==> src/rtl/button_pkg.sv <==
// Shared definitions for the button conditioner: per-channel debounce state
// encoding and the default debounce length.
package button_pkg;

    localparam int unsigned DEBOUNCE_CYCLES_DEFAULT = 4;

    typedef enum logic [1:0] {
        ST_RELEASED      = 2'd0,
        ST_PRESS_CHECK   = 2'd1,
        ST_PRESSED       = 2'd2,
        ST_RELEASE_CHECK = 2'd3
    } btn_state_e;

    // Debounced level implied by a state: high once a press has been accepted.
    function automatic logic state_is_held(input btn_state_e s);
        return (s == ST_PRESSED) || (s == ST_RELEASE_CHECK);
    endfunction

endpackage

==> src/rtl/debounce_channel.sv <==
// One button channel: 2-flop synchronizer, run-length counter and a
// four-state debounce FSM.
// Ports:
//   clk      - clock, all state on rising edge
//   reset    - synchronous active-high reset
//   raw_i    - asynchronous bouncing switch level, 1 = pressed
//   press_o  - registered one-cycle pulse when a press is accepted
//   held_o   - registered debounced pressed level
module debounce_channel
    import button_pkg::*;
#(
    parameter int unsigned DEBOUNCE_CYCLES = DEBOUNCE_CYCLES_DEFAULT
) (
    input  logic clk,
    input  logic reset,
    input  logic raw_i,
    output logic press_o,
    output logic held_o
);

    localparam int unsigned CNT_W = (DEBOUNCE_CYCLES > 1) ? $clog2(DEBOUNCE_CYCLES) : 1;
    localparam logic [CNT_W-1:0] CNT_LAST = CNT_W'(DEBOUNCE_CYCLES - 1);

    logic             sync1_q;
    logic             sync2_q;
    btn_state_e       state_q;
    btn_state_e       state_d;
    logic [CNT_W-1:0] count_q;
    logic [CNT_W-1:0] count_d;
    logic             press_q;
    logic             press_d;
    logic             held_q;
    logic             held_d;

    // State register, synchronizer and registered outputs
    always_ff @(posedge clk) begin
        if (reset) begin
            sync1_q <= 1'b0;
            sync2_q <= 1'b0;
            state_q <= ST_RELEASED;
            count_q <= '0;
            press_q <= 1'b0;
            held_q  <= 1'b0;
        end else begin
            sync1_q <= raw_i;
            sync2_q <= sync1_q;
            state_q <= state_d;
            count_q <= count_d;
            press_q <= press_d;
            held_q  <= held_d;
        end
    end

    // Next-state, counter and output decode
    always_comb begin
        state_d = state_q;
        count_d = count_q;
        press_d = 1'b0;

        unique case (state_q)
            ST_RELEASED: begin
                count_d = '0;
                if (sync2_q) begin
                    state_d = ST_PRESS_CHECK;
                    count_d = CNT_W'(1);
                end
            end
            ST_PRESS_CHECK: begin
                if (!sync2_q) begin
                    state_d = ST_RELEASED;
                    count_d = '0;
                end else if (count_q == CNT_LAST) begin
                    state_d = ST_PRESSED;
                    count_d = '0;
                    press_d = 1'b1;
                end else begin
                    count_d = count_q + CNT_W'(1);
                end
            end
            ST_PRESSED: begin
                count_d = '0;
                if (!sync2_q) begin
                    state_d = ST_RELEASE_CHECK;
                    count_d = CNT_W'(1);
                end
            end
            ST_RELEASE_CHECK: begin
                if (sync2_q) begin
                    // Release glitch: go back without a new pulse
                    state_d = ST_PRESSED;
                    count_d = '0;
                end else if (count_q == CNT_LAST) begin
                    state_d = ST_RELEASED;
                    count_d = '0;
                end else begin
                    count_d = count_q + CNT_W'(1);
                end
            end
            default: begin
                state_d = ST_RELEASED;
                count_d = '0;
            end
        endcase

        held_d = state_is_held(state_d);
    end

    assign press_o = press_q;
    assign held_o  = held_q;

endmodule

==> src/rtl/button_conditioner.sv <==
// Multi-channel button conditioner: synchronizes and debounces N bouncing
// switch inputs, giving a one-cycle press pulse and a debounced level each.
// Ports:
//   clk        - clock, all state on rising edge
//   reset      - synchronous active-high reset
//   button_raw - N asynchronous switch levels, 1 = pressed
//   button     - N registered one-cycle press pulses (to the lamp toggle stage)
//   held       - N registered debounced pressed levels
module button_conditioner
    import button_pkg::*;
#(
    parameter int unsigned N               = 5,
    parameter int unsigned DEBOUNCE_CYCLES = DEBOUNCE_CYCLES_DEFAULT
) (
    input  logic         clk,
    input  logic         reset,
    input  logic [N-1:0] button_raw,
    output logic [N-1:0] button,
    output logic [N-1:0] held
);

    // Channels are fully independent
    for (genvar i = 0; i < int'(N); i++) begin : g_chan
        debounce_channel #(
            .DEBOUNCE_CYCLES(DEBOUNCE_CYCLES)
        ) u_chan (
            .clk    (clk),
            .reset  (reset),
            .raw_i  (button_raw[i]),
            .press_o(button[i]),
            .held_o (held[i])
        );
    end

endmodule

==> config.mk <==
export PLATFORM = sky130hd
export DESIGN_NAME = button_conditioner
export DESIGN_NICKNAME = d
export VERILOG_FILES = /design/src/rtl/button_pkg.sv /design/src/rtl/debounce_channel.sv /design/src/rtl/button_conditioner.sv
export SDC_FILE = /design/constraint.sdc
export NUM_CORES = 1
export LEC_CHECK = 0
export BUFFER_PORTS_ARGS = -buffer_cell sky130_fd_sc_hd__buf_2
export CAP_MARGIN = 30
export CORE_MARGIN = 2
export CORE_UTILIZATION = 59
export DETAILED_ROUTE_END_ITERATION = 12
export GPL_TIMING_DRIVEN = 0
export MAX_ROUTING_LAYER = met4
export PLACE_DENSITY = 0.81
export SETUP_SLACK_MARGIN = 0.4
export SYNTH_ARGS = -nofsm -noshare
export SYNTH_HDL_FRONTEND = slang
export SYNTH_SLANG_ARGS = --single-unit
==> constraint.sdc <==
create_clock -name clk -period 1.6 [get_ports clk]
set_input_delay 0.32 -clock clk [delete_from_list [all_inputs] [get_ports clk]]
set_output_delay 0.32 -clock clk [all_outputs]
set_load 0.005 [all_outputs]
# Word-level counts from Yosys, hierarchy flattened
# Cells that the tools add are included.
word_totals:
  regBits: 40
  latch_bits: 0
  ram_bits: 0
  mem_bits_ro: 0
  inputBits: 7
  out_inout_bits: 10
  elab_cells: 160
  memories: 0
classes:
  n_addsub: 5
  mul: 0
  div_mod_pow: 0
  magnitude_cmp: 0
  eq_ne: 30
  shift: 0
  muxes: 70
  bitwise_logic: 10
  n_reduce_logical: 15
op_table:
  columns: ["op", "n"]
  rows:
  - ["2-bit two-way mux", 45]
  - ["2-bit case mux with 4 select lines", 10]
  - ["2-bit equality test (second input constant)", 25]
  - ["1-bit two-way mux", 15]
  - ["3-bit OR reduction", 5]
  - ["2-bit by 1-bit adder with 2-bit output (second input constant)", 5]
  - ["2-bit by 1-bit equality test with 1-bit output (second input constant)", 5]
  - ["2-bit logical NOT", 5]
  - ["1-bit NOT", 10]
  - ["1-bit logical OR", 5]

# Longest topological paths before layout
depth:
  word_depth: 6
  depth_mapped: 3
  mapped_depth_nobuf: 3

# By module
# A second synthesis with hierarchy kept.
unflattened:
  cells_unflattened: 101
  hier_area_um2: 1161.1
by_module_without_submodules:
  columns: ["module", "n_inst", "cells_per_inst", "area_each_um2", "seq_area_each_um2"]
  rows:
  - ["debounce_channel (g_chan[0].u_chan ...)", 4, 20, 230.2, 140.1]
  - ["debounce_channel (g_chan[3].u_chan)", 1, 21, 240.2, 140.1]

# Worst setup path after synthesis
# Ideal clock, no wire load.
synth_path:
  path_kind: "register to register"
  from: "register g_chan[1].u_chan.count_q[0]"
  to: "register g_chan[1].u_chan.state_q[1]"
  setup_time_ns: 0.070
  t_arrival_ns: 0.869
  required_ns: 1.530
  path_slack_ns: 0.661
  path_stages_with_launch: 4
  path_buffers: 0
  synth_period_minus_slack_ns: 0.939
  cell_sequence: "dfxtp_1 ha_1 a21bo_2 a21oi_1"
synth_between:
  elab_chain_len: 4
  elab_cells_between_ends: 6
  cone_classes: "1 x eq/ne; 5 x mux"
synth_rtl:
  columns: ["item", "line", "text"]
  rows:
  - ["start, declared", "debounce_channel.sv:28", "logic [CNT_W-1:0] count_q;"]
  - ["start signal, assigned", "debounce_channel.sv:48", "count_q <= count_d;"]
  - ["2-bit equality test (*)", "debounce_channel.sv:72, debounce_channel.sv:92", null]
  - ["2-bit two-way mux, on equally long branches", "debounce_channel.sv:92, debounce_channel.sv:72", null]
  - ["2-bit two-way mux, on equally long branches", "debounce_channel.sv:88, debounce_channel.sv:69", null]
  - ["2-bit case mux with 4 select lines (*)", "debounce_channel.sv:60", "unique case (state_q)"]
  - ["end signal, assigned", "debounce_channel.sv:47", "state_q <= state_d;"]
  - ["end, declared", "debounce_channel.sv:26", "btn_state_e state_q;"]
# Mark *: on every way between the ends. The rest lies on a longest branch, timed or not.
# A chain may end at the register's enable or synchronous reset.

# Worst setup path in the final report
layout_path:
  from: "register g_chan[0].u_chan.press_q"
  to: "output button[0]"
layout_rtl:
  columns: ["item", "line", "text"]
  rows:
  - ["start, declared", "debounce_channel.sv:30", "logic press_q;"]
  - ["start signal, assigned", "debounce_channel.sv:49", "press_q <= press_d;"]
  - ["end, declared", "button_conditioner.sv:18", "output logic [N-1:0] button,"]
# No word-level cell between the ends.

==> results_dict.tcl <==
set metrics [dict create \
    synthMuxAreaShare 0 \
    yosysUniqueCellTypes 17 \
    port-buffer-count 15 \
    worst_ep_arrival_time_ns 0.87 \
    hold_path.class "primary input to register" \
    crit_chain "buf_6 > buf_6" \
    synth_compound_area_frac 0.137 \
    die_height_microns 52.8 \
    coreArea_sq_um 2230 \
    period_needed_ns 1.19 \
    run_status "finished clean" \
    cts_hold_buf 0 \
    critical_path.max_fanout 1 \
    routed_wl_mm 2.20 \
    power.static_leakage_nw 0.684 \
    number_of_warning_messages_in_the_yosys_log 0 \
    rows 17 \
    globalplace.congestion 0.678 \
    combinational_family_with_the_most_area_after_synthesis "simple AND/OR/NAND/NOR gates" \
    final_nets 162 \
    insertion_delay_ns 0.33 \
    cts-htree-levels 2 \
    period_share 0.745 \
    synthSimpleGateAreaFrac 0.156 \
    max_freq_mhz 839 \
    timing.final.setup_violations 0 \
    timing.max_cap.violations 0 \
    via_count 949 \
    criticalPathCategory "register to output pin" \
    antenna_violating_nets_post_route 0 \
    grt_first_pass_wirelength_mm 3.53 \
    wl_per_cell_microns 12.3 \
    synthAdderAreaFrac 0.0446 \
    setup_total_negative_slack_ns 0 \
    hold_ws_ns 0.188 \
    numClockSinks 39 \
    power-per-cell-area_nw_per_um2 1010 \
    antenna_found_initial 0 \
    grt_start_max_net_pins 13 \
    timing.final.hold_violations 0 \
    reg2regPathDepth 3 \
    detail_route.first_pass.iterations 4 \
    ys_seq_area_frac 0.557 \
    max-vdd-ir-drop_v 0.000882 \
    rsz0062_at_grt "yes" \
    area.growth.synth_to_final_pct 21.1 \
    cts_made_buffers 5 \
    max-slew-margin-rel 0.784 \
    vias_per_cell 5.30 \
    critical_path.max_stage_delay_ns 0.34 \
    critical-path-top-cell-by-count "sky130_fd_sc_hd__buf_6" \
    final_layout_size_suffix_gt1_frac 0.364 \
    cts_root_buf "sky130_fd_sc_hd__clkbuf_4" \
    globalRouteTotalUtil 0.189 \
    cell_type_contributing_the_most_total_cell_area_after_synthesis "sky130_fd_sc_hd__dfxtp_1" \
    min_delay_path_depth 2 \
    grt_total_ovfl 0 \
    syn_inst 127 \
    num-fill-cells 153 \
    critPathLaunchType "register" \
    dieWidth_microns 52.8 \
    cp_data_required_time_ns 1.28 \
    synth.cell_area_sq_um 1400 \
    synth_xor_area_frac 0.0312 \
    slew_viols_final 0 \
    initial_core_util 0.628 \
    endpoint_kind "output pin" \
    design.portCount 17 \
    synth.area.top_cells "sky130_fd_sc_hd__dfxtp_1 (56%), sky130_fd_sc_hd__buf_4 (5.9%), sky130_fd_sc_hd__ha_1 (4.5%), sky130_fd_sc_hd__nor2b_1 (4.5%), sky130_fd_sc_hd__a21oi_2 (3.7%)" \
    leading_cell_type_in_the_layout_fill_and_taps_excluded "sky130_fd_sc_hd__dfxtp_1" \
    tritoncts "built" \
    drt_first_iter_violations 7 \
    timing.critical_path.slowest_stage_cell "sky130_fd_sc_hd__dfxtp_2" \
    synth_top_cell_area_share 0.557 \
    postSynthRegisterBits 39 \
    first_global_vias 869 \
    final_hpwl_dp_mm 1.43 \
    antenna_cells_inserted 0 \
    synth.avg_cell_area_sq_um 11.0 \
    max_slew.worst_pin.slew_ns 0.322 \
    clock_tree.buffer_depth 2 \
    synth_nets 139 \
    worst_setup_hold_path_clk_slew_ns 0.12 \
    post-route-drc-count 0 \
    dieArea_sq_um 2780 \
    final_cell_mix "sky130_fd_sc_hd__dfxtp_1 (33), sky130_fd_sc_hd__buf_6 (17), sky130_fd_sc_hd__nor2b_1 (10), sky130_fd_sc_hd__nor3_1 (10), sky130_fd_sc_hd__buf_2 (7)" \
    clock_skew_ns 0.0125 \
]
==> state kept, by name, summed over array words and instances (netlist names) <==
name                   count
g_chan.u_chan.sync1_q      5
g_chan.u_chan.press_o      5
g_chan.u_chan.state_q     10
g_chan.u_chan.count_q     10
g_chan.u_chan.held_o       4
g_chan.u_chan.sync2_q      5
==> kinds of logic after synthesis <==
family	after synthesis
and+or+nand+nor	40
DFF	39
AOI/OAI and AO/OA	24
buffers and inverters	14
xor gates and xnor gates	5
adders and majority gates	5
==> synth_stat cells <==
| library cell | instances |
|---|---|
| sky130_fd_sc_hd__dfxtp_1 | 39 |
| sky130_fd_sc_hd__buf_4 | 11 |
| sky130_fd_sc_hd__nor2b_1 | 10 |
| sky130_fd_sc_hd__nor3_1 | 10 |
| sky130_fd_sc_hd__a21oi_2 | 6 |
| sky130_fd_sc_hd__a211oi_1 | 5 |
| sky130_fd_sc_hd__a21bo_2 | 5 |
| sky130_fd_sc_hd__ha_1 | 5 |
| sky130_fd_sc_hd__nand2_1 | 5 |
| sky130_fd_sc_hd__nand3_1 | 5 |
| sky130_fd_sc_hd__nand4b_1 | 5 |
| sky130_fd_sc_hd__nor2_1 | 5 |
| sky130_fd_sc_hd__o21a_1 | 5 |
| sky130_fd_sc_hd__xnor2_1 | 5 |
| sky130_fd_sc_hd__a21oi_1 | 3 |
| sky130_fd_sc_hd__buf_2 | 2 |
| sky130_fd_sc_hd__buf_6 | 1 |
==> critical path: cells and delay by family, from the launching register on <==
| kind | cells | cell delay [ns] |
|---|---|---|
| DFF | 1 | 0.34 |
| buffers and inverters | 2 | 0.21 |
==> path summary, 6_finish.rpt <==
| kind | startpoint | endpoint | slack (ns) |
|---|---|---|---|
| worst max register to register | g_chan[0].u_chan.count_q[0] | g_chan[0].u_chan.held_o | 0.57 |
| worst max-delay path | g_chan[0].u_chan.press_o | button[0] | 0.41 |
| worst min register to register | g_chan[4].u_chan.sync1_q | g_chan[4].u_chan.sync2_q | 0.46 |
| worst min-delay path | button_raw[4] | g_chan[4].u_chan.sync1_q | 0.19 |
==> what timing repair did <==
item	in CTS	in global routing
hold endpoints to repair	0	0
buffers inserted	1	0
endpoints found under the setup margin	4	10
resized for setup	6	16
==> power by group <==
group | switching, mW | total [mW] | internal (mW)
combinational | 0.0282 | 0.0513 | 0.0231
clock | 0.300 | 0.670 | 0.370
sequential | 0.0132 | 1.00 | 0.989
total | 0.342 | 1.72 | 1.38
==> layout make-up <==
class / count / area (sq um) / share of cell area
Clock buffer: 6 / 51.3 / 0.0302
Clock inverter: 2 / 35.0 / 0.0206
Timing Repair Buffer: 16 / 145 / 0.0854
Buffer: 14 / 126 / 0.0744
Sequential cell: 39 / 788 / 0.464
Multi-Input combinational cell: 74 / 518 / 0.305
Tap cell: 28 / 35.0 / 0.0206
==> stage by stage <==
stage,util,setup slack [ns],power (mW),instance area [sq um],instances
CTS,0.733,0.397,1.74,1640,179
finish,0.761,0.409,1.72,1700,179
detailed placement,0.677,0.609,1.08,1510,170
global route,0.761,0.358,1.78,1700,179
global placement,0.677,0.631,1.07,1510,170
floorplan,-,0.661,1.06,1400,127
==> per-layer routing <==
layer | part of all wire | wire length (microns) | vias to the layer above | GRT usage
met3 | 0.037 | 82 | 4 | 0.0600
met5 | 0 | 0 | - | -
met4 | 0.016 | 35 | 0 | 0.0897
met2 | 0.51 | 1130 | 20 | 0.315
met1 | 0.43 | 948 | 444 | 0.203
li1 | - | - | 481 | -
Power figures use the tool's default switching activity.
